$ cat config.mk
export PLATFORM = sky130hd
export DESIGN_NAME = alu_pipe
export DESIGN_NICKNAME = d
export VERILOG_FILES = /design/src/rtl/alu_pkg.sv /design/src/rtl/alu_mul_seq.sv /design/src/rtl/alu_pipe.sv
export SDC_FILE = /design/constraint.sdc
export NUM_CORES = 1
export LEC_CHECK = 0
export CORE_MARGIN = 4
export CORE_UTILIZATION = 50
export DETAILED_ROUTE_END_ITERATION = 16
export DONT_BUFFER_PORTS = 1
export GPL_ROUTABILITY_DRIVEN = 0
export GPL_TIMING_DRIVEN = 0
export PLACE_DENSITY = 0.7
export RECOVER_POWER = 25
export SLEW_MARGIN = 25
export SYNTH_ARGS = -nofsm -noshare
export SYNTH_HDL_FRONTEND = slang
export SYNTH_SLANG_ARGS = --single-unit
$ cat constraint.sdc
create_clock -name clk -period 3.9 [get_ports clk]
set_input_delay 0.975 -clock clk [delete_from_list [all_inputs] [get_ports clk]]
set_output_delay 0.975 -clock clk [all_outputs]
set_load 0.05 [all_outputs]
$ cat src/rtl/alu_pkg.sv
// Shared definitions for the EX-stage ALU: opcode encodings, flag bit positions
// and the multiplier sequencer state encoding.
package alu_pkg;

  localparam logic [3:0] OP_ADD   = 4'h0;
  localparam logic [3:0] OP_SUB   = 4'h1;
  localparam logic [3:0] OP_AND   = 4'h2;
  localparam logic [3:0] OP_OR    = 4'h3;
  localparam logic [3:0] OP_XOR   = 4'h4;
  localparam logic [3:0] OP_SLT   = 4'h5;
  localparam logic [3:0] OP_SLL   = 4'h6;
  localparam logic [3:0] OP_SRL   = 4'h7;
  localparam logic [3:0] OP_SLTU  = 4'h8;
  localparam logic [3:0] OP_SRA   = 4'h9;
  localparam logic [3:0] OP_MUL   = 4'hA;
  localparam logic [3:0] OP_PASSB = 4'hB;

  // Flag vector layout is {zero, neg, carry, ovf}
  localparam int FLG_Z = 3;
  localparam int FLG_N = 2;
  localparam int FLG_C = 1;
  localparam int FLG_V = 0;

  typedef enum logic {
    ST_IDLE = 1'b0,
    ST_MUL  = 1'b1
  } state_t;

endpackage

$ cat src/rtl/alu_mul_seq.sv
// Iterative shift-add multiplier: one partial product per cycle, WIDTH cycles,
// signalling done combinationally on the final step so the caller can register it.
module alu_mul_seq
  import alu_pkg::*;
#(
  parameter int WIDTH = 8,
  parameter int TAG_W = 5
) (
  input  logic             clk,
  input  logic             rst_n,
  input  logic             start,
  input  logic [WIDTH-1:0] a,
  input  logic [WIDTH-1:0] b,
  input  logic [TAG_W-1:0] tag,
  output logic             busy,
  output logic             done,
  output logic [WIDTH-1:0] prod,
  output logic [TAG_W-1:0] done_tag
);

  localparam int SHW = $clog2(WIDTH);
  localparam logic [SHW-1:0] LAST = SHW'(WIDTH - 1);

  state_t           state_q, state_d;
  logic [SHW-1:0]   cnt_q, cnt_d;
  logic [WIDTH-1:0] acc_q, acc_d;
  logic [WIDTH-1:0] mcand_q, mcand_d;
  logic [WIDTH-1:0] mplier_q, mplier_d;
  logic [TAG_W-1:0] tag_q, tag_d;
  logic [WIDTH-1:0] step_sum;

  // Bits shifted past WIDTH are dropped, so the product wraps modulo 2^WIDTH
  assign step_sum = acc_q + (mplier_q[0] ? mcand_q : {WIDTH{1'b0}});
  assign busy     = (state_q == ST_MUL);
  assign done     = (state_q == ST_MUL) && (cnt_q == LAST);
  assign prod     = step_sum;
  assign done_tag = tag_q;

  always_comb begin
    state_d  = state_q;
    cnt_d    = cnt_q;
    acc_d    = acc_q;
    mcand_d  = mcand_q;
    mplier_d = mplier_q;
    tag_d    = tag_q;
    case (state_q)
      ST_IDLE: begin
        if (start) begin
          state_d  = ST_MUL;
          cnt_d    = {SHW{1'b0}};
          acc_d    = {WIDTH{1'b0}};
          mcand_d  = a;
          mplier_d = b;
          tag_d    = tag;
        end else begin
          state_d  = ST_IDLE;
        end
      end
      ST_MUL: begin
        acc_d    = step_sum;
        mcand_d  = mcand_q << 1;
        mplier_d = mplier_q >> 1;
        if (cnt_q == LAST) begin
          state_d = ST_IDLE;
          cnt_d   = {SHW{1'b0}};
        end else begin
          cnt_d   = cnt_q + SHW'(1);
        end
      end
      default: begin
        state_d = ST_IDLE;
        cnt_d   = {SHW{1'b0}};
      end
    endcase
  end

  always_ff @(posedge clk or negedge rst_n) begin
    if (!rst_n) begin
      state_q  <= ST_IDLE;
      cnt_q    <= {SHW{1'b0}};
      acc_q    <= {WIDTH{1'b0}};
      mcand_q  <= {WIDTH{1'b0}};
      mplier_q <= {WIDTH{1'b0}};
      tag_q    <= {TAG_W{1'b0}};
    end else begin
      state_q  <= state_d;
      cnt_q    <= cnt_d;
      acc_q    <= acc_d;
      mcand_q  <= mcand_d;
      mplier_q <= mplier_d;
      tag_q    <= tag_d;
    end
  end

endmodule

$ cat src/rtl/alu_pipe.sv
// Registered EX-stage ALU with valid/ready on both sides; single-cycle ops complete
// in one edge, MUL is delegated to alu_mul_seq and completes WIDTH edges after accept.
module alu_pipe
  import alu_pkg::*;
#(
  parameter int WIDTH = 8,
  parameter int TAG_W = 5
) (
  input  logic             clk,
  input  logic             rst_n,
  input  logic             in_valid,
  output logic             in_ready,
  input  logic [3:0]       opcode,
  input  logic [WIDTH-1:0] A,
  input  logic [WIDTH-1:0] B,
  input  logic [TAG_W-1:0] in_tag,
  output logic             out_valid,
  input  logic             out_ready,
  output logic [WIDTH-1:0] result,
  output logic [3:0]       flags,
  output logic [TAG_W-1:0] out_tag
);

  localparam int SHW = $clog2(WIDTH);

  logic             out_valid_q, out_valid_d;
  logic [WIDTH-1:0] result_q, result_d;
  logic [3:0]       flags_q, flags_d;
  logic [TAG_W-1:0] out_tag_q, out_tag_d;

  logic             accept_s;
  logic             mul_start_s;
  logic             mul_busy_s;
  logic             mul_done_s;
  logic [WIDTH-1:0] mul_prod_s;
  logic [TAG_W-1:0] mul_tag_s;
  logic [WIDTH+3:0] alu_out_s;

  // Returns {result, flags}; undefined opcodes yield all zeros including the zero flag
  function automatic logic [WIDTH+3:0] alu_eval(input logic [3:0] op,
                                                input logic [WIDTH-1:0] a,
                                                input logic [WIDTH-1:0] b);
    logic [WIDTH:0]   sum;
    logic [WIDTH-1:0] r;
    logic [3:0]       f;
    logic [SHW-1:0]   sh;
    logic             known;
    sum   = {(WIDTH+1){1'b0}};
    r     = {WIDTH{1'b0}};
    f     = 4'b0000;
    sh    = b[SHW-1:0];
    known = 1'b1;
    case (op)
      OP_ADD: begin
        sum      = {1'b0, a} + {1'b0, b};
        r        = sum[WIDTH-1:0];
        f[FLG_C] = sum[WIDTH];
        f[FLG_V] = (a[WIDTH-1] == b[WIDTH-1]) && (r[WIDTH-1] != a[WIDTH-1]);
      end
      OP_SUB: begin
        r        = a - b;
        f[FLG_C] = (a < b);
        f[FLG_V] = (a[WIDTH-1] != b[WIDTH-1]) && (r[WIDTH-1] != a[WIDTH-1]);
      end
      OP_AND:   r = a & b;
      OP_OR:    r = a | b;
      OP_XOR:   r = a ^ b;
      OP_SLT:   r = {{(WIDTH-1){1'b0}}, ($signed(a) < $signed(b))};
      OP_SLL:   r = a << sh;
      OP_SRL:   r = a >> sh;
      OP_SLTU:  r = {{(WIDTH-1){1'b0}}, (a < b)};
      OP_SRA:   r = $unsigned($signed(a) >>> sh);
      OP_PASSB: r = b;
      default:  known = 1'b0;
    endcase
    f[FLG_Z] = known && (r == {WIDTH{1'b0}});
    f[FLG_N] = known && r[WIDTH-1];
    return {r, f};
  endfunction

  assign in_ready    = !mul_busy_s && (!out_valid_q || out_ready);
  assign accept_s    = in_valid && in_ready;
  assign mul_start_s = accept_s && (opcode == OP_MUL);
  assign alu_out_s   = alu_eval(opcode, A, B);

  alu_mul_seq #(
    .WIDTH(WIDTH),
    .TAG_W(TAG_W)
  ) u_mul (
    .clk      (clk),
    .rst_n    (rst_n),
    .start    (mul_start_s),
    .a        (A),
    .b        (B),
    .tag      (in_tag),
    .busy     (mul_busy_s),
    .done     (mul_done_s),
    .prod     (mul_prod_s),
    .done_tag (mul_tag_s)
  );

  // A MUL accept only happens when the output is empty or draining, so the drain
  // branch also covers out_valid falling on that edge
  always_comb begin
    out_valid_d = out_valid_q;
    result_d    = result_q;
    flags_d     = flags_q;
    out_tag_d   = out_tag_q;
    if (accept_s && (opcode != OP_MUL)) begin
      out_valid_d = 1'b1;
      result_d    = alu_out_s[WIDTH+3:4];
      flags_d     = alu_out_s[3:0];
      out_tag_d   = in_tag;
    end else if (mul_done_s) begin
      out_valid_d = 1'b1;
      result_d    = mul_prod_s;
      flags_d     = {(mul_prod_s == {WIDTH{1'b0}}), mul_prod_s[WIDTH-1], 2'b00};
      out_tag_d   = mul_tag_s;
    end else if (out_valid_q && out_ready) begin
      out_valid_d = 1'b0;
    end else begin
      out_valid_d = out_valid_q;
    end
  end

  always_ff @(posedge clk or negedge rst_n) begin
    if (!rst_n) begin
      out_valid_q <= 1'b0;
      result_q    <= {WIDTH{1'b0}};
      flags_q     <= 4'b0000;
      out_tag_q   <= {TAG_W{1'b0}};
    end else begin
      out_valid_q <= out_valid_d;
      result_q    <= result_d;
      flags_q     <= flags_d;
      out_tag_q   <= out_tag_d;
    end
  end

  assign out_valid = out_valid_q;
  assign result    = result_q;
  assign flags     = flags_q;
  assign out_tag   = out_tag_q;

endmodule

== After elaboration in Yosys (flattened, before gate mapping) ==
Index checks and enable logic that the tools add are counted.
Word-level totals
  flip-flop bits (word level): 51
  output and inout port bits: 19
  bits of input ports: 29
Operators by class
  reduce and logical (&&, ||, !) cells: 20
  bitwise gates (word level): 4
  order comparisons: 2
  add/sub/neg operators: 4
  equality and inequality tests: 18
  shift-type cells: 3
  muxes and demuxes: 25
Operator list (number)
  $pmux 8 s11: 1
  $mux 8: 6
  $pmux 8 s2: 3
  $eq 4x3->1 const B: 4
  $eq 4x4->1 const B: 4
  $logic_not 8->1: 2
  $lt 8x8->1: 2
  $reduce_or 11->1: 1
  $logic_and 1x1->1: 10
  $mux 5: 2
  $add 8x8->9: 1
  $add 8x8->8: 1
  $and 8x8->8: 1
  $eq 4x2->1 const B: 2
  $mux 4: 2
  $or 8x8->8: 1
  $shl 8x3->8: 1
  $shr 8x3->8: 1
  $sshr 8x3->8: 1
  $sub 8x8->8: 1
  $xor 8x8->8: 1
  $mux 1: 6
  $mux 3: 2
  $pmux 3 s2: 1
  16 further kinds: 19

== Longest topological paths before layout ==
Gate-level depths: netlist of run 1.
  depth after elaboration: 7
  mapped depth: 12
  depth with buffers taken out: 12

== Cells and area by module ==
From an unflattened synthesis of run 1, not the netlist that was laid out.
Unflattened totals
  cells, all modules: 499
  area total of the unflattened synthesis: 4631.9 um^2
By module, submodules not included
  alu_pipe: area each 2886.5 um^2, cells an instance 347, instances 1
  alu_mul_seq: area each 1745.4 um^2, cells an instance 152, instances 1

== Least setup slack after synthesis of run 1 ==
OpenSTA, ideal clock, no wires.
  path kind: input to register
  start point: in B[1]
  end point: reg flags_q[3] (netlist: flags[3])
  setup time: 104 ps
  required time: 3796 ps
  stages on the path: 11
  arrival time: 3173 ps
  path slack: 623 ps
  path buffers: 1
  cells stage by stage: clkbuf_1 -> inv_1 -> fa_1 -> nor2b_1 -> o311ai_0 -> a22oi_1 -> o22ai_1 -> or4_1 -> nor4_2 -> nand4_1 -> o311ai_1
Between the ends
  word-level cells in the longest chain between the ends: 5
  elaborated cells between the ends (all ways): 14
  those cells by class: add/sub (2); order compare (2); shift (3); mux (2); bitwise (3); reduce/logical (2)
Ends and longest elaborated chain
  start: declaration: line alu_pipe.sv:15  | input logic [WIDTH-1:0] B,
  $sub 8x8->8 (tied with other cells): line alu_pipe.sv:61  | r = a - b;
  $pmux 8 s11 (*): line alu_pipe.sv:53  | case (op)
  $logic_not 8->1 (*): line alu_pipe.sv:76  | f[FLG_Z] = known && (r == {WIDTH{1'b0}});
  $logic_and 1x1->1 (*): line alu_pipe.sv:76
  $mux 4 (*): line alu_pipe.sv:109  | if (accept_s && (opcode != OP_MUL)) begin
  end signal: assignment: line alu_pipe.sv:135  | flags_q <= flags_d;
  end: declaration: line alu_pipe.sv:28  | logic [3:0] flags_q, flags_d;
Mark *: on every way between the ends. The rest lies on a longest branch, timed or not.
A chain may end at the register's enable or synchronous reset.

== Worst setup path after layout of run 1 ==
  start point: in B[2]
  end point: reg flags_q[3] (netlist: flags[3])
Same word-level chain as after synthesis.

==> flow_metrics.py, run 1 <==
metrics = {
    "power_and_ir_drop": {
        "switchingPower_mw": 1.12,
        "pwr-share-seq_pct": 49.4,
        "combPwrFrac_pct": 34.7,
        "p_int_mw": 1.24,
        "power_density_nw_per_um2": 505,
        "clkPwrFrac_pct": 15.9,
        "switching_share_pct": 47.4,
        "ir_worst_vdd_mv": 0.257,
        "leakagePower_nw": 2.08,
    },
    "global_routing": {
        "grt_usage_pct": 24.7,
        "antenna_found_initial": 0,
        "grt_pass1_vias": 4048,
        "grt_overflow": 0,
        "grt_max_degree": 52,
        "grt_pass1_wl_mm": 20.3,
    },
    "final_layout": {
        "most-common-layout-cells": "nand2_1, dfrtp_1, nor2_1, a21oi_1, o21ai_0",
        "fin_area_sq_um": 4660,
        "multiInputGateArea_sq_um": 2900,
        "regArea_sq_um": 1280,
        "layout.nets": 609,
        "final_cells": 648,
        "area_delta_synth_final_pct": 5.79,
        "layout_commonest_cell": "nand2_1",
        "diodes": 0,
        "drive_gt1_share_pct": 7.00,
        "post-route-util_pct": 55.7,
        "n_fill_cell": 777,
    },
    "outcome": {
        "run_status": "finished, final reports clean",
    },
    "clocking": {
        "cts_num_sinks": 51,
        "path_clk_slew_ps": 100,
        "clock_latency_ps": 310,
        "cts_tree": "yes",
        "post_cts_resized": 0,
        "holdBufCountCts": 0,
        "cts_max_level": 2,
        "cts_made_buffers": 5,
        "clk_path_buf_depth": 2,
        "ctsRootBufferMaster": "clkbuf_8",
        "cts_setup_buffers": 0,
    },
    "setup_path": {
        "cp_max_fo": 9,
        "end_kind": "flip-flop",
        "reg2reg_depth": 7,
        "timing.rr.end": "u_mul.acc_q[7]",
        "crit_path_start_kind": "input port",
        "r2r_slack_ps": 1090,
        "r2r-start": "out_valid",
        "cp.required_ps": 4120,
        "cp_data_arrival_time_ps": 3900,
        "crit_type": "input port to flip-flop",
    },
    "timing": {
        "skew_ps": 11.6,
        "hold_violations": 0,
        "min_period_ps": 3680,
        "min_period_over_period_pct": 94.4,
        "fmax_mhz": 272,
        "tightest_slew_ps": 915,
        "finalSetupTns_ps": 0,
        "relSlewSlack_pct": 38.4,
        "hold_ws_ps": 345,
        "rsz0062_at_grt": "no",
        "drv_slew": 0,
        "finalSetupViolCount": 0,
    },
    "drt": {
        "wirelength_mm": 12.5,
        "dr.pass1.iters": 4,
        "drc_errors": 0,
        "drt_iter0_markers": 334,
        "wl_per_cell_um": 19.2,
        "drt-vias-per-instance": 6.29,
        "ant_nets": 0,
        "vias": 4074,
    },
    "yosys": {
        "synth_mux_area_share_pct": 7.55,
        "synth_cell_types": 60,
        "synth_area_sq_um": 4410,
        "synthCells": 535,
        "async_reset_ff_share_pct": 100,
        "synth-simple-area-share_pct": 20.9,
        "synth_top_family_by_area": "compound AO/OA/AOI/OAI gates",
        "synth_compound_area_share_pct": 23.0,
        "ys.flop_type": "dfrtp_1",
        "synth_area_per_cell_sq_um": 8.24,
        "synth_xor_area_share_pct": 2.78,
        "ys_seq_area_share_pct": 28.9,
        "ys_warn_count": 0,
        "synth_fa_ha_area_share_pct": 11.3,
        "syn-num-nets": 602,
        "synth_edf_count": 0,
        "ys_ff_latch": 51,
    },
    "die": {
        "core_sq_um": 8380,
        "num_rows": 33,
        "die_x_um": 102,
        "dieHeight_um": 102,
        "ios": 48,
        "start_util_pct": 52.6,
        "dieArea_sq_um": 10400,
    },
    "run": {
        "cap_violations": 0,
    },
    "placement": {
        "placed_area_sq_um": 4550,
        "dpl.cell_count": 640,
        "port_buffers": 0,
        "hpwl_mm": 9.75,
    },
    "hold_path": {
        "hp-class": "input port to asynchronous set/reset pin",
    },
}
Yosys cell counts, drive strengths merged, types with 2 or more instances:
cell type	instances	area [sq um]
nand4b	2	17.5
nor3	7	35.0
nand3b	2	15.0
nor4	2	18.8
and3	3	18.8
o21ai	39	195
xor2	3	26.3
o22ai	5	31.3
dfrtp	51	1280
or4	2	15.0
inv	26	97.6
o211ai	4	30.0
a22oi	10	75.1
clkbuf	26	97.6
nand2b	7	43.8
nor2	47	176
mux2	6	67.6
nand2	78	293
buf	9	48.8
nor2b	11	68.8
o211a	2	20.0
o311ai	2	17.5
a31oi	5	31.3
a221o	4	40.0
fa	3	60.1
a221oi	2	17.5
mux2i	4	40.0
ha	35	438
or3	2	12.5
a21oi	41	205
o221ai	3	26.3
nand3	13	65.1
a211oi	7	57.6
o21bai	5	37.5
nor4bb	2	20.0
a32oi	5	43.8
o22a	2	17.5
nand4	6	37.5
mux4	10	225
nor3b	2	15.0
xnor2	11	96.3
a21o	10	75.1
and2	10	62.6
layout make-up:
type                            instances  area share [%]
Clock buffer                            5            1.48
Tap cell                              105            2.82
Inverter                               26            2.09
Sequential cell                        51            27.4
Multi-Input combinational cell        423            62.1
Buffer                                 35            3.14
Clock inverter                          3           0.992
flip-flops by register name, indices dropped and copies added, names as in the netlist:
name / count
u_mul.done_tag: 5
out_tag: 5
u_mul.mcand_q: 8
u_mul.busy: 1
u_mul.cnt_q: 3
u_mul.acc_q: 8
flags: 4
out_valid: 1
result: 8
u_mul.mplier_q: 8
per-layer routing:
metal | share of wire (%) | GRT usage, %
met2 | 44 | 39.2
met5 | 0 | 0
met3 | 10 | 8.19
met4 | 2.5 | 6.36
met1 | 43 | 32.8
metrics by stage:
step	setup slack [ps]	power, mW
after floorplan	623	1.76
after global placement	-2.99	1.95
after detailed placement	12.8	1.98
after CTS	360	2.36
after global routing	65.1	2.52
final	219	2.36
critical path, stage by stage:
cell      delay, ps
clkbuf_1        390
inv_1           250
ha_1            420
nor2b_1         220
o21ai_0         200
o211ai_1        180
a211oi_1        130
or4_1           610
nor3_1          230
nand4_1         170
o311ai_1        130
power groups by stage:
| stage | Sequential, mW | Combinational (mW) | Clock, mW |
|---|---|---|---|
| after floorplan | 1.13 | 0.625 | 0 |
| after global placement | 1.17 | 0.780 | 0 |
| after detailed placement | 1.17 | 0.809 | 0 |
| after CTS | 1.16 | 0.812 | 0.381 |
| after global routing | 1.19 | 0.918 | 0.406 |
| final | 1.16 | 0.818 | 0.375 |
worst max-delay path by stage:
stage	startpoint	to	slack, ps
floorplan	B[1]	flags[3]	620
global placement	B[2]	flags[3]	-3
detailed placement	B[2]	flags[3]	10
CTS	B[2]	flags[3]	360
global route	B[2]	flags[3]	70
finish	B[2]	flags[3]	220
cells by family after synthesis:
group | count (synthesis)
AO/OA/AOI/OAI | 154
flip-flops | 51
buffers and inverters | 61
XOR/XNOR | 14
AND/OR/NAND/NOR | 197
multiplexers | 20
adder cells (fa/ha/maj) | 38
Note: power is estimated with default switching activity, not from simulation.
==> run 2: changes to the inputs <==
- SYNTH_HIERARCHICAL: not set -> 1
==> run 2 against run 1 <==
Flip-flop and latch count did not move. Final cell count fell by 5.1%. Synthesized cell count fell by 6.7%. Highest routed layer unchanged. Worst setup slack improved by 450 ps. Clock power rose by 1%. Synthesized area rose by 5.1%. Critical endpoint unchanged. Worst hold slack barely moved. First-iteration DRC count fell by 9.6%. Critical path type unchanged. Power barely moved. Register-to-register slack got worse by 240 ps. Core utilization fell by 0.47 points.
==> flow_metrics.py, run 2 <==
metrics = {
    "outcome": {
        "run_status": "finished, final reports clean",
    },
    "die": {
        "die_x_um": 104,
        "num_rows": 34,
        "dieArea_sq_um": 10900,
        "ios": 48,
        "core_sq_um": 8850,
        "dieHeight_um": 104,
        "start_util_pct": 52.3,
    },
    "clocking": {
        "holdBufCountCts": 0,
        "post_cts_resized": 0,
        "clock_latency_ps": 310,
        "path_clk_slew_ps": 100,
        "cts_setup_buffers": 0,
        "cts_made_buffers": 5,
        "cts_max_level": 2,
        "cts_num_sinks": 51,
        "ctsRootBufferMaster": "clkbuf_8",
        "clk_path_buf_depth": 2,
        "cts_tree": "yes",
    },
    "setup_path": {
        "crit_cells": 10,
        "cp_max_fo": 10,
        "path_cells": "buf_2 -> inv_1 -> ha_1 -> o21bai_1 -> and3_1 -> nor3_1 -> a221o_1 -> a211oi_2 -> nand4_1 -> o32ai_2",
        "cp_slowest_stage_delay_ps": 390,
        "cp_slowest_cell": "ha_1",
        "critPathBufInv": 2,
        "startpoint": "B[1]",
        "endpoint": "flags[3]",
        "reg2reg_depth": 8,
        "r2r-start": "out_valid",
        "end_kind": "flip-flop",
        "crit_type": "input port to flip-flop",
        "cp.required_ps": 4120,
        "critPathTopFamily": "compound AO/OA/AOI/OAI gates",
        "cp_data_arrival_time_ps": 3460,
        "timing.rr.end": "u_mul/done_tag[1]",
        "crit_path_start_kind": "input port",
        "r2r_slack_ps": 850,
    },
    "timing": {
        "rsz0062_at_grt": "no",
        "skew_ps": 15.3,
        "drv_slew": 0,
        "min_period_over_period_pct": 82.9,
        "layout_setup_ws_ps": 667,
        "finalSetupViolCount": 0,
        "tightest_slew_ps": 1060,
        "min_period_ps": 3230,
        "relSlewSlack_pct": 29.2,
        "hold_violations": 0,
        "fmax_mhz": 309,
        "finalSetupTns_ps": 0,
    },
    "hold_path": {
        "hp-class": "input port to asynchronous set/reset pin",
    },
    "global_routing": {
        "grt_pass1_wl_mm": 21.1,
        "grt_overflow": 0,
        "antenna_found_initial": 0,
        "grt_pass1_vias": 3995,
        "grt_usage_pct": 23.7,
        "grt_max_degree": 52,
    },
    "yosys": {
        "synth_area_sq_um": 4630,
        "synthTopCellsByCount": "dfrtp_1, mux2i_1, nand2_1",
        "yosysTopAreaCell": "dfrtp_1",
        "netlist.area_leader.share_pct": 27.6,
        "ys_ff_latch": 51,
        "synth_area_per_cell_sq_um": 9.28,
        "synth.most_common_cell": "dfrtp_1",
        "synth_edf_count": 0,
        "synth_cell_types": 76,
        "syn-num-nets": 566,
        "ys_warn_count": 6,
        "ys.flop_type": "dfrtp_1",
        "synthCells": 499,
        "yosys-top-cells-area": "dfrtp_1, ha_1, mux2i_1",
        "async_reset_ff_share_pct": 100,
        "ys_seq_area_share_pct": 27.6,
    },
    "final_layout": {
        "area_delta_synth_final_pct": 5.40,
        "diodes": 0,
        "drive_gt1_share_pct": 9.66,
        "most-common-layout-cells": "dfrtp_1, nand2_1, mux2i_1, ha_1, o21ai_0",
        "layout.nets": 573,
        "n_fill_cell": 808,
        "layout_commonest_cell": "dfrtp_1",
    },
    "run": {
        "cap_violations": 0,
    },
    "placement": {
        "hpwl_mm": 9.85,
        "place_ws_ps": 405,
        "port_buffers": 0,
    },
    "power_and_ir_drop": {
        "leakagePower_nw": 2.14,
        "ir_worst_vdd_mv": 0.302,
        "power_density_nw_per_um2": 483,
        "power_mw": 2.36,
    },
    "drt": {
        "drt_iter0_markers": 302,
        "drt-vias-per-instance": 6.52,
        "drc_errors": 0,
        "vias": 4007,
        "ant_nets": 0,
        "wirelength_mm": 12.8,
        "wl_per_cell_um": 20.8,
        "dr.pass1.iters": 6,
    },
}
## run 2: cell types whose count changed after synthesis, sizes merged, moves of 5 or more
cell and delta:
o21ai -8, o32ai +5, mux2i +35, xnor2 -5
a21oi -15, a32oi -5, buf +6, a22o +10
nand3 -6, a211oi +5, nor2 -19, nand2 -39
clkbuf -8
## run 2: cell type report
| type | instances | area (sq um) | share of cell area [%] |
|---|---|---|---|
| multi-input cells | 392 | 3080 | 63.0 |
| plain buffers | 33 | 193 | 3.95 |
| clock buffers | 5 | 68.8 | 1.41 |
| clock inverters | 3 | 46.3 | 0.948 |
| inverters | 23 | 86.3 | 1.77 |
| flip-flops and latches | 51 | 1280 | 26.1 |
| well taps | 108 | 135 | 2.77 |
## run 2: kinds of logic (layout without fill, tap and decap cells)
kind of cell               count (synthesis)  in the layout  synth area share [%]
buffers and inverters                     56             64                  6.02
muxes                                     52             52                  13.5
adders and majority gates                 38             38                  10.8
AOI/OAI and AO/OA                        157            157                  24.8
xor gates and xnor gates                   9              9                  1.70
DFF                                       51             51                  27.6
and+or+nand+nor                          136            136                  15.6
## run 2: metal layers
metal	GRT usage, %	up-vias	routed length [um]
met2	38.8	156	6100
met5	0	-	0
met3	5.15	15	892
li1	-	1867	-
met1	32.6	1969	5650
met4	3.99	0	137
## run 2: worst min-delay path by stage
stage,startpoint,endpoint,cells after the start,slack [ps]
floorplan,u_mul/mplier_q[1],u_mul/mplier_q[0],2,450
global placement,u_mul/mplier_q[5],u_mul/mplier_q[4],2,460
detailed placement,u_mul/mplier_q[5],u_mul/mplier_q[4],2,470
CTS,rst_n,result[4],0,340
global route,rst_n,u_mul/mcand_q[4],0,330
finish,rst_n,result[4],0,340
## run 2: report_power, final
| part | internal, mW | switching (mW) | leakage, nW | total (mW) |
|---|---|---|---|---|
| Combinational | 0.344 | 0.491 | 1.41 | 0.834 |
| Clock | 0.193 | 0.187 | 0.0548 | 0.380 |
| Sequential | 0.716 | 0.427 | 0.674 | 1.14 |
## run 2: per-stage QoR
stage / cells / instance area [sq um] / utilization, % / hold WS [ps]
6_report: 615 / 4880 / 55.2 / 345
5_1_grt: 615 / 4880 / 55.2 / 329
4_1_cts: 615 / 4880 / 55.2 / 335
3_5_place_dp: 607 / 4770 / 53.9 / 473
3_3_place_gp: 607 / 4770 / 53.9 / 461
2_1_floorplan: 499 / 4630 / - / 452
